[config.mk]
export PLATFORM = sky130hd
export DESIGN_NAME = syrk_stream_wrapper
export DESIGN_NICKNAME = d
export VERILOG_FILES = /design/src/rtl/syrk_stream_wrapper.sv
export SDC_FILE = /design/constraint.sdc
export NUM_CORES = 2
export LEC_CHECK = 0
export CORE_ASPECT_RATIO = 1.4
export CORE_MARGIN = 1
export CORE_UTILIZATION = 70
export DETAILED_ROUTE_END_ITERATION = 10
export PLACE_DENSITY = 0.87
export REMOVE_ABC_BUFFERS = 1
export SYNTH_ARGS = -nofsm -noshare
export SYNTH_HDL_FRONTEND = slang
export SYNTH_SLANG_ARGS = --single-unit
[constraint.sdc]
create_clock -name ap_clk -period 20 [get_ports ap_clk]
set_clock_uncertainty 0.2 [all_clocks]
set_input_delay 4 -clock ap_clk [delete_from_list [all_inputs] [get_ports ap_clk]]
set_output_delay 4 -clock ap_clk [all_outputs]
set_load 0.01 [all_outputs]
[src/rtl/syrk_stream_wrapper.sv]
// syrk_stream_wrapper
//   Power-characterisation wrapper around a 4-lane SYRK-style kernel.
//   A and C_in are generated from counters. The kernel computes
//   C = ALPHA*A*A^T + BETA*C_in on the lower triangle and passes C_in
//   through above the diagonal. Lane p owns rows i with i mod 4 = p.
//   Every written word is XOR-folded into a 32-bit checksum, which is then
//   shifted out one nibble per cycle, least significant nibble first.
// Ports:
//   ap_clk      rising-edge system clock
//   ap_rst_n    asynchronous active-low reset
//   probe_out   high while the kernel is computing
//   data_out    checksum nibble
//   data_valid  qualifies data_out (8 consecutive cycles)
module syrk_stream_wrapper #(
  parameter int N     = 4,
  parameter int M     = 4,
  parameter int ALPHA = 2,
  parameter int BETA  = 3,
  parameter int DW    = 32
) (
  input  logic       ap_clk,
  input  logic       ap_rst_n,
  output logic       probe_out,
  output logic [3:0] data_out,
  output logic       data_valid
);

  localparam logic [31:0] K_LAST = 32'(M);
  localparam logic [31:0] J_LAST = 32'(N - 1);
  localparam logic [31:0] R_LAST = 32'(N / 4 - 1);

  typedef enum logic [1:0] {S_RUN, S_SER, S_DONE} state_t;

  state_t          state;
  logic [31:0]     k_cnt;     // MAC step inside the slot; K_LAST marks the write cycle
  logic [31:0]     j_cnt;     // column index
  logic [31:0]     r_cnt;     // row index local to a lane (i = 4*r + p)
  logic [2:0]      nib_cnt;
  logic [DW-1:0]   acc [4];
  logic [31:0]     ck;
  logic [31:0]     ck_next;
  logic [DW-1:0]   wr_xor;
  logic [DW-1:0]   mac_prod [4];
  logic [7:0]      a_col;

  logic            C_out_0_write, C_out_1_write, C_out_2_write, C_out_3_write;
  logic [DW-1:0]   C_out_0_din, C_out_1_din, C_out_2_din, C_out_3_din;

  // A[i][k] = (i*M + k + 1) mod 256
  function automatic logic [7:0] a_val(input logic [31:0] i, input logic [31:0] k);
    a_val = 8'(i * K_LAST + k + 32'd1);
  endfunction

  // Lower triangle gets the scaled product, upper triangle is C_in passthrough
  function automatic logic [DW-1:0] elem(input logic [31:0] i, input logic [31:0] j,
                                         input logic [DW-1:0] acc_v);
    logic [DW-1:0] cin;
    cin = DW'(i + j);
    if (j <= i) elem = DW'(ALPHA) * acc_v + DW'(BETA) * cin;
    else        elem = cin;
  endfunction

  // Per-lane A[i][k]*A[j][k]; the column operand is shared by all lanes
  always_comb begin
    a_col = a_val(j_cnt, k_cnt);
    for (int p = 0; p < 4; p++) begin
      mac_prod[p] = DW'({8'd0, a_val(r_cnt * 32'd4 + 32'(p), k_cnt)} * {8'd0, a_col});
    end
  end

  // Checksum including whatever the lanes are presenting this cycle, so the
  // first serialised nibble already covers the final write
  always_comb begin
    wr_xor = '0;
    if (C_out_0_write) wr_xor = wr_xor ^ C_out_0_din;
    if (C_out_1_write) wr_xor = wr_xor ^ C_out_1_din;
    if (C_out_2_write) wr_xor = wr_xor ^ C_out_2_din;
    if (C_out_3_write) wr_xor = wr_xor ^ C_out_3_din;
    ck_next = ck ^ 32'(wr_xor);
  end

  // Kernel sequencing, lane registers, checksum and pin registers
  always_ff @(posedge ap_clk or negedge ap_rst_n) begin
    if (!ap_rst_n) begin
      state         <= S_RUN;
      k_cnt         <= 32'd0;
      j_cnt         <= 32'd0;
      r_cnt         <= 32'd0;
      nib_cnt       <= 3'd0;
      ck            <= 32'd0;
      probe_out     <= 1'b0;
      data_out      <= 4'd0;
      data_valid    <= 1'b0;
      C_out_0_write <= 1'b0;
      C_out_1_write <= 1'b0;
      C_out_2_write <= 1'b0;
      C_out_3_write <= 1'b0;
      C_out_0_din   <= '0;
      C_out_1_din   <= '0;
      C_out_2_din   <= '0;
      C_out_3_din   <= '0;
      for (int p = 0; p < 4; p++) acc[p] <= '0;
    end else begin
      ck <= ck_next;
      case (state)
        S_RUN: begin
          probe_out <= 1'b1;
          if (k_cnt != K_LAST) begin
            C_out_0_write <= 1'b0;
            C_out_1_write <= 1'b0;
            C_out_2_write <= 1'b0;
            C_out_3_write <= 1'b0;
            for (int p = 0; p < 4; p++) acc[p] <= acc[p] + mac_prod[p];
            k_cnt <= k_cnt + 32'd1;
          end else begin
            C_out_0_write <= 1'b1;
            C_out_1_write <= 1'b1;
            C_out_2_write <= 1'b1;
            C_out_3_write <= 1'b1;
            C_out_0_din   <= elem(r_cnt * 32'd4 + 32'd0, j_cnt, acc[0]);
            C_out_1_din   <= elem(r_cnt * 32'd4 + 32'd1, j_cnt, acc[1]);
            C_out_2_din   <= elem(r_cnt * 32'd4 + 32'd2, j_cnt, acc[2]);
            C_out_3_din   <= elem(r_cnt * 32'd4 + 32'd3, j_cnt, acc[3]);
            for (int p = 0; p < 4; p++) acc[p] <= '0;
            k_cnt <= 32'd0;
            if (j_cnt == J_LAST) begin
              j_cnt <= 32'd0;
              if (r_cnt == R_LAST) state <= S_SER;
              else                 r_cnt <= r_cnt + 32'd1;
            end else begin
              j_cnt <= j_cnt + 32'd1;
            end
          end
        end
        S_SER: begin
          probe_out     <= 1'b0;
          C_out_0_write <= 1'b0;
          C_out_1_write <= 1'b0;
          C_out_2_write <= 1'b0;
          C_out_3_write <= 1'b0;
          data_valid    <= 1'b1;
          data_out      <= ck_next[{nib_cnt, 2'b00} +: 4];
          nib_cnt       <= nib_cnt + 3'd1;
          if (nib_cnt == 3'd7) state <= S_DONE;
        end
        S_DONE: begin
          probe_out     <= 1'b0;
          data_valid    <= 1'b0;
          data_out      <= 4'd0;
          C_out_0_write <= 1'b0;
          C_out_1_write <= 1'b0;
          C_out_2_write <= 1'b0;
          C_out_3_write <= 1'b0;
        end
        default: begin
          state <= S_DONE;
        end
      endcase
    end
  end

endmodule

==> flow_summary_export.csv <==
group,metric,value,unit
floorplanning,die_area,59300,sq um
route,post_drt_wl_per_cell,24.7,microns
final_layout,fillers,4150,
floorplanning,die_y,288,microns
final_layout,fin_area,43100,sq um
placed_design,place_area,41600,sq um
sta,drv_slew,0,
route,drtIter0Drc,2978,
setup_path,max_stage_delay,1160,ps
grt,track_usage,45.3,%
route,wirelength,132000,microns
synthesis,syn_inst,4601,
clocking,clkSlewWorstSetupHoldPaths,60,ps
grt,grt_max_degree,136,
sta,period_needed,8690,ps
setup_path,cp.depth,22,
placed_design,dp_hpwl,104000,microns
setup_path,rr_worst_depth,22,
sta,tightest_slew,1300,ps
floorplanning,num_io_pins,8,
final_layout,drive_gt1_share,4.08,%
final_layout,layout_commonest_cell,"inv_1",
floorplanning,core_area,57500,sq um
grt,antenna_found_initial,3,
synthesis,yosys_warnings,0,
clocking,clockBufferDepth,3,
clocking,cts-buffers-inserted,42,
sta,hold_viol_final,0,
final_layout,layout_common_cells,"inv_1, nand2_1, xnor2_1",
setup_path,path_max_fanout,18,
synthesis,yosys.cell_types.count,88,
route,via_count,34600,
sta,fmax,0.115,GHz
flow_run,maxCapViolations,0,
clocking,cts.sinks,388,
setup_path,cp-end-kind,"flip-flop",
synthesis,ys.flop_type,"dfrtp_1",
setup_path,cp-start-kind,"flip-flop",
min_path,holdPathStages,0,
sta,relSlewSlack,12.4,%
grt,met3_usage,9.55,%
synthesis,syn_avg_cell_area,8.87,sq um
setup_path,r2r_start,"k_cnt[0]",
grt,met1_usage,49.3,%
clocking,htree_levels,2,
route,ant_nets,0,
sta,setup_tns,0,ps
setup_path,critPathTopFamily,"compound AO/OA/AOI/OAI gates",
grt,first_global_vias,35500,
pwr,power_density,38.6,nW/um^2
final_layout,nets,5227,
grt,grt_overflow,0,
setup_path,r2r-end,"acc[84]",
grt,grt_busiest_layer,"met2",
setup_path,crit_buf_inv,4,
grt,grt_pass1_wl,201000,microns
clocking,cts_root_buf,"clkbuf_16",
sta,setup_viol,0,
sta,rsz0062_at_grt,"no",
clocking,cts_tree,"done",
final_layout,post-route-util,75.0,%
synthesis,yosys_register_bits,388,
clocking,hold_buffers,0,
clocking,insertion_delay,610,ps
min_path,min_from,"ck[0]",
floorplanning,fp.dieW,206,microns
sta,period_share,43.5,%
clocking,postCtsSetupBuffers,0,
min_path,min_delay_worst_endpoint,"ck[0]",
synthesis,synth_edf_count,0,
final_layout,areaGrowthSynthToFinish,5.61,%
grt,grt_util_met2,72.1,%
pwr,ir_worst_vdd,0.0000632,V
clocking,cts_resized,0,
synthesis,syn-cell-area,40800,sq um
synthesis,yosysSeqAreaShare,23.8,%
floorplanning,rows,104,
setup_path,critPathKind,"flip-flop to flip-flop",
synthesis,postSynth.asyncResetShare,100,%
setup_path,cp.arrival,8960,ps
placed_design,routabilityCongestion,1.10,
setup_path,required,20260,ps
placed_design,portBuffers,7,
setup_path,crit_path_top_delay_cell,"o21ai_0",
route,drc,0,
route,vias_per_cell,6.50,
pwr,power.leakage,0.0220,uW
run_status,status,"finished, final reports clean",
setup_path,crit_start,"k_cnt[0]",
min_path,min_path_type,"flip-flop to flip-flop",
setup_path,cp_cell_sequence,"ha_1 > o21ai_0 > o21ai_0 > xor2_1 > nand2_1 > fa_1 > inv_1 > fa_1 > inv_1 > fa_1 > fa_1 > inv_1 > ha_1 > inv_1 > o21bai_1 > a2111oi_0 > o31a_1 > o211ai_1 > a31oi_2 > nor2_1 > a31oi_1 > a31oi_1",
setup_path,worst-r2r-setup-slack,11310,ps
floorplanning,initial_utilization,71.0,%
route,drt_pre_antenna_iters,6,
## per-stage QoR
stage          hold WS, ps  setup WS [ps]  total power [uW]  instances
2_1_floorplan          149           9420               800       4454
3_3_place_gp           166          11950               816       5244
3_5_place_dp           165          11790               817       5244
4_1_cts                180          11750              1660       5321
5_1_grt                195          10940              1690       5321
6_report               176          11310              1660       5322
## how the worst max path moves through the flow
stage / end / slack [ps]
3_3_place_gp: acc[84] / 11950
4_1_cts: acc[84] / 11750
5_1_grt: acc[86] / 10940
2_1_floorplan: j_cnt[26] / 9420
6_report: acc[84] / 11310
3_5_place_dp: acc[84] / 11790
## sequential cells by signal (all words and copies together), names as in the netlist
register	count
acc	124
ck	32
j_cnt	32
k_cnt	32
r_cnt	32
C_out_0_din	31
C_out_1_din	31
C_out_2_din	31
C_out_3_din	31
data_out	4
nib_cnt	3
state	2
C_out_3_write	1
data_valid	1
probe_out	1
## cell families after synthesis
kind of cell	synth area share [%]
mux	2.29
buf+inv	6.21
simple gates	14.3
flops	23.8
compound gates	14.9
xor+xnor	12.1
fa+ha+maj	26.4
## power by group
part	internal, uW	switching (uW)	total (uW)
Combinational	0.911	15.6	16.6
Sequential	785	0	785
Clock	496	365	861
Total	1280	381	1660
## per-layer routing
metal / share of wire [%] / vias up
li1: - / 15500
met1: 34 / 16700
met2: 46 / 1724
met3: 7.8 / 751
met4: 12 / 2
met5: 0.011 / -
## cell usage after synthesis, types with 73 or more instances
| cell type | count | share of area, % |
|---|---|---|
| inv_1 | 508 | 4.7 |
| nand2_1 | 460 | 4.2 |
| xnor2_1 | 410 | 8.8 |
| dfrtp_1 | 388 | 24 |
| ha_1 | 374 | 11 |
| nor2_1 | 320 | 2.9 |
| fa_1 | 305 | 15 |
| o21ai_0 | 266 | 3.3 |
| a21oi_1 | 261 | 3.2 |
| xor2_1 | 154 | 3.3 |
| nand3_1 | 113 | 1.4 |
| clkbuf_1 | 107 | 0.98 |
| a21o_1 | 90 | 1.7 |
| mux2i_1 | 73 | 1.8 |
## area by class of cell
| class | count | area, sq um | area share (%) |
|---|---|---|---|
| Antenna cell | 1 | 2.50 | 0.00580 |
| Clock inverter | 23 | 334 | 0.775 |
| Tap cell | 742 | 928 | 2.15 |
| Multi-Input combinational cell | 3550 | 28600 | 66.4 |
| Clock buffer | 54 | 1170 | 2.70 |
| Inverter | 516 | 1940 | 4.49 |
| Timing Repair Buffer | 48 | 395 | 0.917 |
| Sequential cell | 388 | 9710 | 22.5 |
No activity file was read; power rests on OpenSTA's default activity.
